<file path="src/rtl/data_mem_pkg.sv">
// Shared types and constants for the handshaked, byte-enabled data memory.
package data_mem_pkg;

  typedef enum logic [1:0] {
    ST_CLEAR = 2'd0,
    ST_IDLE  = 2'd1,
    ST_BUSY  = 2'd2,
    ST_RESP  = 2'd3
  } state_t;

  localparam int unsigned MAX_WAIT_STATES = 7;
  localparam int unsigned WCNT_W          = 3;

  function automatic int unsigned lane_count(input int unsigned data_w);
    return data_w / 8;
  endfunction

endpackage

</file>
<file path="src/rtl/mem_array_be.sv">
// Single-port DEPTH x DATA_W storage with per-byte write enables and a
// registered read port; all sequencing is done by the caller.
module mem_array_be
  import data_mem_pkg::*;
#(
  parameter int unsigned DATA_W = 16,
  parameter int unsigned ADDR_W = 4,
  localparam int unsigned LANES = lane_count(DATA_W),
  localparam int unsigned DEPTH = 2 ** ADDR_W
) (
  input  logic              clk,
  input  logic              rst,
  input  logic [ADDR_W-1:0] i_addr,
  input  logic              i_we,
  input  logic              i_re,
  input  logic [LANES-1:0]  i_be,
  input  logic [DATA_W-1:0] i_wdata,
  output logic [DATA_W-1:0] o_rdata
);

  logic [DATA_W-1:0] r_mem [DEPTH];
  logic [DATA_W-1:0] r_rdata;

  // Byte-lane write: lanes with a clear enable keep their old contents.
  always_ff @(posedge clk) begin
    if (i_we) begin
      for (int i = 0; i < int'(LANES); i++) begin
        if (i_be[i]) begin
          r_mem[i_addr][8*i +: 8] <= i_wdata[8*i +: 8];
        end
      end
    end
  end

  // Read register holds the last read word until another read is issued.
  always_ff @(posedge clk) begin
    if (rst) begin
      r_rdata <= {DATA_W{1'b0}};
    end else if (i_re) begin
      r_rdata <= r_mem[i_addr];
    end
  end

  assign o_rdata = r_rdata;

endmodule

</file>
<file path="src/rtl/data_mem_ctrl.sv">
// Handshaked data memory: clears itself after reset, then serves one
// read or byte-enabled write at a time with WAIT_STATES extra cycles each.
module data_mem_ctrl
  import data_mem_pkg::*;
#(
  parameter int unsigned DATA_W      = 16,
  parameter int unsigned ADDR_W      = 4,
  parameter int unsigned WAIT_STATES = 1,
  localparam int unsigned LANES      = lane_count(DATA_W)
) (
  input  logic              clk,
  input  logic              rst,
  input  logic [ADDR_W-1:0] addr,
  input  logic [DATA_W-1:0] data_in,
  input  logic [LANES-1:0]  byte_en,
  input  logic              MemWrite,
  input  logic              MemRead,
  output logic [DATA_W-1:0] data_out,
  output logic              ready,
  output logic              done
);

  localparam int unsigned       DEPTH     = 2 ** ADDR_W;
  localparam logic [ADDR_W-1:0] LAST_ADDR = ADDR_W'(DEPTH - 1);
  localparam logic [ADDR_W-1:0] ADDR_ONE  = ADDR_W'(1'b1);
  localparam logic [WCNT_W-1:0] WCNT_INIT = WCNT_W'(WAIT_STATES);
  localparam logic [WCNT_W-1:0] WCNT_ONE  = WCNT_W'(1'b1);
  localparam logic [WCNT_W-1:0] WCNT_ZERO = {WCNT_W{1'b0}};

  if (((DATA_W % 8) != 0) || (DATA_W == 0)) begin : g_bad_data_w
    $error("data_mem_ctrl: DATA_W must be a non-zero multiple of 8");
  end
  if (WAIT_STATES > MAX_WAIT_STATES) begin : g_bad_wait_states
    $error("data_mem_ctrl: WAIT_STATES must be in 0..7");
  end

  state_t            r_state;
  state_t            w_state_nxt;
  logic [ADDR_W-1:0] r_clr_ptr;
  logic [ADDR_W-1:0] w_clr_ptr_nxt;
  logic [WCNT_W-1:0] r_wcnt;
  logic [WCNT_W-1:0] w_wcnt_nxt;
  logic [ADDR_W-1:0] r_addr_q;
  logic [DATA_W-1:0] r_wdata_q;
  logic [LANES-1:0]  r_be_q;
  logic              r_op_wr_q;
  logic              r_ready;
  logic              r_done;
  logic              w_ready_nxt;
  logic              w_done_nxt;
  logic              w_accept;
  logic              w_mem_we;
  logic              w_mem_re;
  logic [ADDR_W-1:0] w_mem_addr;
  logic [DATA_W-1:0] w_mem_wdata;
  logic [LANES-1:0]  w_mem_be;
  logic [DATA_W-1:0] w_rdata;

  // State, counters, request latches and registered handshake outputs.
  always_ff @(posedge clk) begin
    if (rst) begin
      r_state   <= ST_CLEAR;
      r_clr_ptr <= {ADDR_W{1'b0}};
      r_wcnt    <= WCNT_ZERO;
      r_addr_q  <= {ADDR_W{1'b0}};
      r_wdata_q <= {DATA_W{1'b0}};
      r_be_q    <= {LANES{1'b0}};
      r_op_wr_q <= 1'b0;
      r_ready   <= 1'b0;
      r_done    <= 1'b0;
    end else begin
      r_state   <= w_state_nxt;
      r_clr_ptr <= w_clr_ptr_nxt;
      r_wcnt    <= w_wcnt_nxt;
      r_ready   <= w_ready_nxt;
      r_done    <= w_done_nxt;
      if (w_accept) begin
        r_addr_q  <= addr;
        r_wdata_q <= data_in;
        r_be_q    <= byte_en;
        r_op_wr_q <= MemWrite;
      end
    end
  end

  // Next state, counter updates and memory port steering.
  always_comb begin
    w_state_nxt   = r_state;
    w_clr_ptr_nxt = r_clr_ptr;
    w_wcnt_nxt    = r_wcnt;
    w_accept      = 1'b0;
    w_mem_we      = 1'b0;
    w_mem_re      = 1'b0;
    w_mem_addr    = r_addr_q;
    w_mem_wdata   = r_wdata_q;
    w_mem_be      = r_be_q;
    case (r_state)
      ST_CLEAR: begin
        w_mem_we      = 1'b1;
        w_mem_addr    = r_clr_ptr;
        w_mem_wdata   = {DATA_W{1'b0}};
        w_mem_be      = {LANES{1'b1}};
        w_clr_ptr_nxt = r_clr_ptr + ADDR_ONE;
        if (r_clr_ptr == LAST_ADDR) begin
          w_state_nxt = ST_IDLE;
        end else begin
          w_state_nxt = ST_CLEAR;
        end
      end
      ST_IDLE: begin
        // A combined read+write request is latched as a write only.
        if (MemRead || MemWrite) begin
          w_accept    = 1'b1;
          w_wcnt_nxt  = WCNT_INIT;
          w_state_nxt = ST_BUSY;
        end else begin
          w_state_nxt = ST_IDLE;
        end
      end
      ST_BUSY: begin
        if (r_wcnt != WCNT_ZERO) begin
          w_wcnt_nxt = r_wcnt - WCNT_ONE;
        end else begin
          w_mem_we    = r_op_wr_q;
          w_mem_re    = ~r_op_wr_q;
          w_state_nxt = ST_RESP;
        end
      end
      ST_RESP: begin
        w_state_nxt = ST_IDLE;
      end
      default: begin
        w_state_nxt = ST_CLEAR;
      end
    endcase
    w_ready_nxt = (w_state_nxt == ST_IDLE);
    w_done_nxt  = (w_state_nxt == ST_RESP);
  end

  // Reset wins over any access in flight, so no partial write can land.
  mem_array_be #(
    .DATA_W (DATA_W),
    .ADDR_W (ADDR_W)
  ) u_mem (
    .clk     (clk),
    .rst     (rst),
    .i_addr  (w_mem_addr),
    .i_we    (w_mem_we & ~rst),
    .i_re    (w_mem_re & ~rst),
    .i_be    (w_mem_be),
    .i_wdata (w_mem_wdata),
    .o_rdata (w_rdata)
  );

  assign data_out = w_rdata;
  assign ready    = r_ready;
  assign done     = r_done;

endmodule

</file>
<file path="config.mk">
export PLATFORM = sky130hd
export DESIGN_NAME = data_mem_ctrl
export DESIGN_NICKNAME = d
export VERILOG_FILES = /design/src/rtl/data_mem_pkg.sv /design/src/rtl/mem_array_be.sv /design/src/rtl/data_mem_ctrl.sv
export SDC_FILE = /design/constraint.sdc
export NUM_CORES = 1
export LEC_CHECK = 0
export ABC_AREA = 1
export BUFFER_PORTS_ARGS = -buffer_cell sky130_fd_sc_hd__buf_2
export CAP_MARGIN = 0
export CELL_PAD_IN_SITES_DETAIL_PLACEMENT = 0
export CELL_PAD_IN_SITES_GLOBAL_PLACEMENT = 2
export CORE_UTILIZATION = 40
export DETAILED_ROUTE_END_ITERATION = 7
export GPL_TIMING_DRIVEN = 0
export PLACE_DENSITY = 0.87
export SYNTH_ARGS = -nofsm -noshare
export SYNTH_HDL_FRONTEND = slang
export SYNTH_SLANG_ARGS = --single-unit
</file>
<file path="constraint.sdc">
create_clock -name clk -period 2.6 [get_ports clk]
set_input_delay 0.13 -clock clk [delete_from_list [all_inputs] [get_ports clk]]
set_output_delay 0.13 -clock clk [all_outputs]
set_load 0.05 [all_outputs]
</file>
==> results.txt, run 1 <==
The flip-flop and latch count after synthesis is 306. The flow ran to the end, but the final reports show violations. The relative area change from synthesis to final layout is 24.8%. The maximum count of clock buffers along a single path is 3. The CTS sink count came out at ~300. The number of buffers created by CTS came out at 35.

For the pin with the worst max-slew slack, the measured transition is 1.39 ns. The final critical delay including setup and external delays came out at approximately 2.6 ns. The filler cells instantiated in the layout total ~2,900. The most critical setup path has its startpoint at r_state[0]$_SDFF_PP0_. In the routed layout, each cell is associated on average with a via count of around 5.2. The leftover overflow at the end of global routing came out at 0.

The CTS tree is done. The standard cell core area came out at 0.0317 sq mm. At the later pin of the worst-skew pair, clock insertion delay measures approximately 0.51 ns.

The sequential fraction of design power is 0.422. The post-detailed-placement cell area is about 0.014 sq mm. In the final routed layout, each cell accounts on average for about 20 um. The maximum number of pins on one net before global-route repair came out at 20. The count of nets left with antenna violations after detail routing is 0. The sequential share of the synthesized area came out at 0.670. The reported leakage power came out at about 6.5 nW. During synthesis, Yosys emitted a total of 0 warnings. The number of antenna diodes came out at 0. Clock skew on the completed layout was measured at 0.0112 ns. The area of combinational cells with multiple inputs is ~0.0042 sq mm.

Of the total power, the share spent switching nets is 0.296. The number of DRC markers in iteration 0 is just under 900. The switching power summed over all nets is slightly below 4 mW. The number of antenna violations at the first check in global routing is 0.

The final number of max-transition violations is 0. In this design, the largest share of critical-path delay is due to simple AND/OR/NAND/NOR gates. The first-pass iteration count of the detailed router came out at 5. The die width came out at 182 um. The initial utilization of the core area, before any placement, comes to 0.409. The worst setup path is launched from a register.

Once layout is complete, the utilization of the core stands at 0.510. The data arrival time of the critical path is around 2.8 ns. The port buffer count came out at 43. The die is roughly 180 um tall. The reported max-cap violation count is 0. The final clock period utilization by the worst path came out at 1.02.

The detailed router placed 9,875 vias in this run. IR analysis of the VDD net gives a maximum drop of 549 uV. In the final layout, flip-flops and latches occupy between 0.008 and 0.009 sq mm. The max-slew headroom at the worst pin is 0.0724. The count of endpoints failing hold in the final timing report is 0. For this run, the slowest stage of the critical path takes ~1.1 ns. The worst hold slack across all endpoints came out at approximately 0.38 ns.

The share of post-route cells with drive strength above 1 came out at 0.168. The clock root buffer is sky130_fd_sc_hd__clkbuf_16. In the final design database the tool counted around 1,500 nets.

The power per cell area is around 810 mW/mm^2. The largest individual stage delay along the critical path comes from the cell sky130_fd_sc_hd__nor2_1. The internal power of the cells is 9.19 mW. The placer's final routability congestion estimate is around 0.83. The final worst slack is -0.0417 ns. In this run, distinct cell masters in the synthesized netlist total 25. Walking the worst path, the cells encountered are nor2_4, clkbuf_1, buf_1, nor2_1. The die covers 0.0331 sq mm. The number of top-level pins came out at 44. The number of buffers and inverters on the critical path is 2. The via count of the first global-routing pass is a little over 9,000. The class of the worst hold path is in -> reg. The half-perimeter wire length after placement is between 20,000 and 30,000 um.

The final standard cell area without fillers came out at approximately 0.016 sq mm. The level count of the clock H-tree is 2. The startpoint identified for the worst register-to-register timing path is r_state[0]$_SDFF_PP0_. In this run the core area contains 65 standard-cell rows. The first global-routing pass estimated roughly 57,000 um of wire. The maximum fanout count along the critical path came out at 16. The worst endpoint required time came out at about 2.7 ns. The number of setup violations in the final report came out at 16. The worst setup path is of the reg -> reg kind.

The overall power consumption is ~13 mW. Summed over all failing endpoints, the final setup total negative slack is -0.544 ns. The checks that failed: setup timing. Derived from the worst setup path, the maximum achievable clock frequency is roughly 380 MHz.

Across every metal layer, demand over resource in global routing totals 0.234. After detailed routing, the number of remaining DRC violations is 0. The summed instance area of the synthesized netlist is approximately 0.013 sq mm.

The logic gate share of total power is 0.206. Setup repair after global routing could not meet its margin everywhere. The hold path startpoint is MemRead. Each instance of the synthesized netlist takes up on average 9.92 sq um. When the netlist entered floorplanning its net count stood at roughly 1,300. The clock-pin transition on the worst setup and hold timing paths came out at around 0.060 ns.

The proportion of power drawn by the clock network came out at 0.372. The synthesized netlist cell count is 1,307. The wire length after detailed routing came out at 37,900 um. The worst setup path is captured at a register.
power groups by stage:
stage,sequential (mW),clock (mW),combinational (mW)
floorplan,5.67,0,1.48
finish,5.51,4.86,2.69
global placement,5.61,0,2.36
detailed placement,5.61,0,2.38
CTS,5.51,4.91,2.66
global route,5.52,5.10,2.94
cells by family (layout without fill, tap and decap cells):
kind of cell    count (synthesis)  in the layout  share of synthesized area
simple gates                  807            807                      0.257
flops                         306            306                      0.670
buf+inv                       117            296                     0.0405
compound gates                 74             74                     0.0296
fa+ha+maj                       3              3                    0.00290
synthesized netlist by cell type (all sizes together):
library cell,n,share of area
nand2,532,0.15
edfxtp,256,0.59
nand3,160,0.062
nor2,76,0.024
dfxtp,50,0.077
buf,49,0.021
a21oi,40,0.015
inv,39,0.011
nor3,37,0.015
o21ai,33,0.014
clkbuf,29,0.0084
ha,3,0.0029
a211oi,1,0.00058
nand4,1,0.00048
nor4,1,0.00048
what timing repair did:
action / 4_1_cts / 5_1_grt
setup buffers: 41 / 7
hold endpoints to repair: 25 / 0
hold buffers: 24 / 0
resized for setup: 77 / 9
setup endpoints to repair: 272 / 254
pin swaps: 24 / 4
per-stage QoR:
stage,setup WS (ns),instances
final,-0.0417,1888
after global routing,-0.171,1888
after CTS,-0.0207,1881
after detailed placement,-0.923,1756
after global placement,-0.893,1752
after floorplan,0.286,1307
layout make-up:
cell class,instances,share of cell area
inverter,39,0.00929
sequential,306,0.537
multi-input combinational,884,0.258
clock inverter,17,0.0131
tap,402,0.0311
clock buffer,44,0.0563
timing repair buffer,119,0.0700
buffer,77,0.0245
cells in the final DEF, fill, tap and decap left out, types with 5 or more instances in the layout:
cell,n
sky130_fd_sc_hd__inv_2,8
sky130_fd_sc_hd__buf_4,38
sky130_fd_sc_hd__nor3_4,32
sky130_fd_sc_hd__inv_1,30
sky130_fd_sc_hd__edfxtp_1,256
sky130_fd_sc_hd__buf_1,8
sky130_fd_sc_hd__clkbuf_16,35
sky130_fd_sc_hd__buf_2,70
sky130_fd_sc_hd__clkinv_2,6
sky130_fd_sc_hd__buf_12,23
sky130_fd_sc_hd__a21oi_1,39
sky130_fd_sc_hd__o21ai_0,28
sky130_fd_sc_hd__nand2_1,525
sky130_fd_sc_hd__dlygate4sd3_1,24
sky130_fd_sc_hd__nand3_1,160
sky130_fd_sc_hd__clkbuf_1,36
sky130_fd_sc_hd__dfxtp_1,50
sky130_fd_sc_hd__nor2_4,5
sky130_fd_sc_hd__nor2_1,67
sky130_fd_sc_hd__bufinv_16,5
final timing paths:
check / cells past startpoint / slack, ns / endpoint
setup / recovery: 4 / -0.04 / u_mem.r_mem[1][5]$_DFFE_PP_
hold / removal: 7 / 0.38 / r_be_q[1]$_SDFFE_PP0P_
setup reg to reg: 4 / -0.04 / u_mem.r_mem[1][5]$_DFFE_PP_
hold reg to reg: 2 / 0.45 / r_wdata_q[10]$_SDFFE_PP0P_
per-layer routing:
metal | global-route usage | vias to the layer above | wire [um]
met2 | 0.370 | 352 | 17400
met4 | 0.0894 | 0 | 1350
met3 | 0.0345 | 80 | 2200
li1 | - | 4715 | -
met5 | 0 | - | 0
met1 | 0.325 | 4728 | 16900
tightest hold or removal path, stage by stage:
cell,delay [ns]
sky130_fd_sc_hd__buf_2,0.08
sky130_fd_sc_hd__nor2_1,0.03
sky130_fd_sc_hd__nor2_1,0.12
sky130_fd_sc_hd__inv_1,0.09
sky130_fd_sc_hd__clkbuf_1,0.21
sky130_fd_sc_hd__nor2_1,0.13
sky130_fd_sc_hd__nor2_1,0.05
sequential cells by signal, summed over array words and instances (netlist names):
name / cells
u_mem.r_mem: 256
r_wdata_q: 16
u_mem.o_rdata: 16
r_addr_q: 4
r_clr_ptr: 4
r_wcnt: 3
r_be_q: 2
r_state: 2
done: 1
r_op_wr_q: 1
ready: 1
(Power assumes the default switching activity.)
==> inputs of run 2 (changes only) <==
clock period = 2.5 ns   (was 2.6 ns; I/O delays follow)
==> run 2 against run 1 <==
- the run now ends clean
- first-iteration DRC count shrank 8.9%
- clock skew fell by 0.00090 ns
- die area unchanged
- register-to-register slack improved by 0.12 ns
- via count fell by 0.77%
- utilization up 0.22 points
- critical path depth grew 5
- critical path type unchanged
==> results.txt, run 2 (synthesis results as in run 1) <==
The maximum fanout count along the critical path is 10 (was 16). The DRC violation count after routing came to 0 (unchanged). The total number of nets in the final design is 1,494 (was 1,491).

The number of antenna violations at the first check in global routing came out at 0 (unchanged). The port buffer count is 43 (unchanged). The critical register-to-register path startpoint was r_state[0]$_SDFF_PP0_ (unchanged). The via count of the first global-routing pass came out at 9,344 (was 9,339). The final number of max-transition violations is 0 (unchanged). The via count normalized by instance count came out at 5.18 (was 5.23). The final clock period utilization by the worst path was 0.968 (was 1.02). The clock root buffer was sky130_fd_sc_hd__clkbuf_16 (unchanged). The count of fill cells added during filler insertion came out at 2,872 (was 2,877). Status: completed (was finished with violations). The number of buffers created by CTS is 35 (unchanged).

The reported max-cap violation count is 0 (unchanged). The standard cell core area is 0.0317 sq mm (unchanged). The CTS sink count came out at 306 (unchanged). The maximum count of clock buffers along a single path is 3 (unchanged). The wire length after detailed routing is 37,900 um (about the same).

The class of the worst hold path was in -> reg (unchanged). The half-perimeter wire length after placement is 26,100 um (unchanged). The leftover overflow at the end of global routing is 0 (unchanged). The classification of the worst setup path is reg -> reg (unchanged). The worst endpoint required time came out at 2.71 ns (was 2.70 ns). The number of antenna diodes is 0 (unchanged).

The count of nets left with antenna violations after detail routing came to 0 (unchanged). The sum of negative setup slack came to 0 ns (was -0.544 ns). The clock-pin transition on the worst setup and hold timing paths is 0.06 ns (about the same). The full die area came out at 0.0331 sq mm (unchanged). The number of DRC markers in iteration 0 came out at 800 (was 878). The final core utilization is 0.512 (was 0.510). The number of setup violations in the final report came out at 0 (was 16). The kind of end point of the critical path is a register (unchanged).

The final critical delay including setup and external delays is 2.42 ns (was 2.64 ns). The most common cell after layout, fill and taps aside was sky130_fd_sc_hd__nand2_1 (unchanged). The hold path startpoint is MemRead (unchanged). The maximum operating frequency is 413 MHz (was 379 MHz).

The actual slew at the worst max-slew pin was 1.41 ns (was 1.39 ns). The maximum vdd drop is 571 uV (was 549 uV). The reported leakage power came out at 6.49 nW (was 6.48 nW). The overall power consumption is 13.6 mW (was 13.1 mW).

The data arrival time of the critical path came out at 2.63 ns (was 2.75 ns). The post-detailed-route wirelength per cell came out at 20.0 um (was 20.1 um). The maximum number of pins on one net before global-route repair is 20 (unchanged). The worst-skew pair later-pin latency came out at 0.51 ns (about the same). The worst clock skew is 0.0103 ns (was 0.0112 ns).

The max-slew headroom at the worst pin came out at 0.0555 (was 0.0724). The top register by number of flip-flops is u_mem.r_mem (unchanged). The die width is 182 um (unchanged). The power per cell area came to 837 mW/mm^2 (was 807 mW/mm^2). The flip-flop count of the largest register after layout was 256 (unchanged). Commonest cells after routing, fill and taps aside: sky130_fd_sc_hd__nand2_1, sky130_fd_sc_hd__edfxtp_1, sky130_fd_sc_hd__nand3_1 (unchanged). The first-pass iteration count of the detailed router is 4 (was 5). The level count of the clock H-tree is 2 (unchanged).

The CTS tree is done (unchanged). The cell count after placement came out at 1,756 (unchanged). The startpoint kind of the worst setup timing path is a register (unchanged). The wire length of the first global-routing pass came out at 57,000 um (about the same).

The die outline height came out at 182 um (unchanged). The vias after detailed routing is 9,799 (was 9,875). The relative area change from synthesis to final layout is 25.3% (was 24.8%). The post-layout instance count excluding filler cells came out at 1,891 (was 1,888).

The placer's final routability congestion estimate came to 0.835 (unchanged). The start point of the critical path is r_state[0]$_SDFF_PP0_ (unchanged). The number of top-level pins came out at 44 (unchanged).

The overall track demand over capacity in global routing came out at 0.234 (about the same). Unrepaired setup endpoints after global routing: no (was yes). The effective utilization at floorplan came to 0.409 (unchanged). The standard-cell row count is 65 (unchanged).

The count of endpoints failing hold in the final timing report was 0 (unchanged). The share of post-route cells with drive strength above 1 was 0.176 (was 0.168).
-- run 2: cell types whose count changed in the layout (fill, tap and decap cells not counted), sizes merged --
| cell | previous run | this run |
|---|---|---|
| buf | 142 | 147 |
| clkbuf | 74 | 72 |
-- run 2: what timing repair did --
item,CTS,global route
setup buffers,41,12
hold endpoints to repair,25,0
pin swaps,28,6
gates resized for setup,92,14
hold buffers,24,0
setup endpoints to repair,310,292
-- run 2: power breakdown --
group | total [mW] | internal [mW] | switching [mW]
sequential | 5.73 | 5.67 | 0.0581
combinational | 2.81 | 0.804 | 2.01
clock | 5.04 | 3.09 | 1.95
total | 13.6 | 9.57 | 4.02
-- run 2: metrics by stage --
step	worst slack, ns	hold WS [ns]	area [sq um]
2_1_floorplan	0.186	0.260	13000
3_3_place_gp	-0.993	0.358	13700
3_5_place_dp	-1.02	0.361	13700
4_1_cts	-0.0461	0.354	16100
5_1_grt	0.0144	0.390	16200
6_report	0.0800	0.378	16200
-- run 2: final timing paths --
path / cells past startpoint / endpoint / slack (ns)
worst max-delay path: 9 / u_mem.r_mem[0][13]$_DFFE_PP_ / 0.08
worst min-delay path: 7 / r_be_q[1]$_SDFFE_PP0P_ / 0.38
worst max register to register: 9 / u_mem.r_mem[0][13]$_DFFE_PP_ / 0.08
worst min register to register: 2 / r_wdata_q[15]$_SDFFE_PP0P_ / 0.45
-- run 2: worst max-delay path: stages (launching register included) --
cell and delay (ns):
sky130_fd_sc_hd__dfxtp_2 0.35, sky130_fd_sc_hd__nor2_4 0.25, sky130_fd_sc_hd__nand2_1 0.10, sky130_fd_sc_hd__o21ai_2 0.18
sky130_fd_sc_hd__inv_2 0.12, sky130_fd_sc_hd__nor2_4 0.23, sky130_fd_sc_hd__buf_4 0.24, sky130_fd_sc_hd__inv_2 0.19
sky130_fd_sc_hd__nor3_4 0.24, sky130_fd_sc_hd__buf_4 0.21
-- run 2: cell type report --
type                            instances  area [sq um]  share of cell area
Buffer                                 75           388              0.0239
Clock buffer                           44           910              0.0560
Clock inverter                         17           211              0.0130
Inverter                               39           153             0.00940
Multi-Input combinational cell        884          4230               0.260
Sequential cell                       306          8690               0.535
Tap cell                              402           503              0.0310
Timing Repair Buffer                  124          1160              0.0714
-- run 2: per-layer routing --
metal | GRT usage | part of all wire
met5 | 0 | 0
met4 | 0.0921 | 0.037
met3 | 0.0323 | 0.061
met2 | 0.369 | 0.46
met1 | 0.326 | 0.44
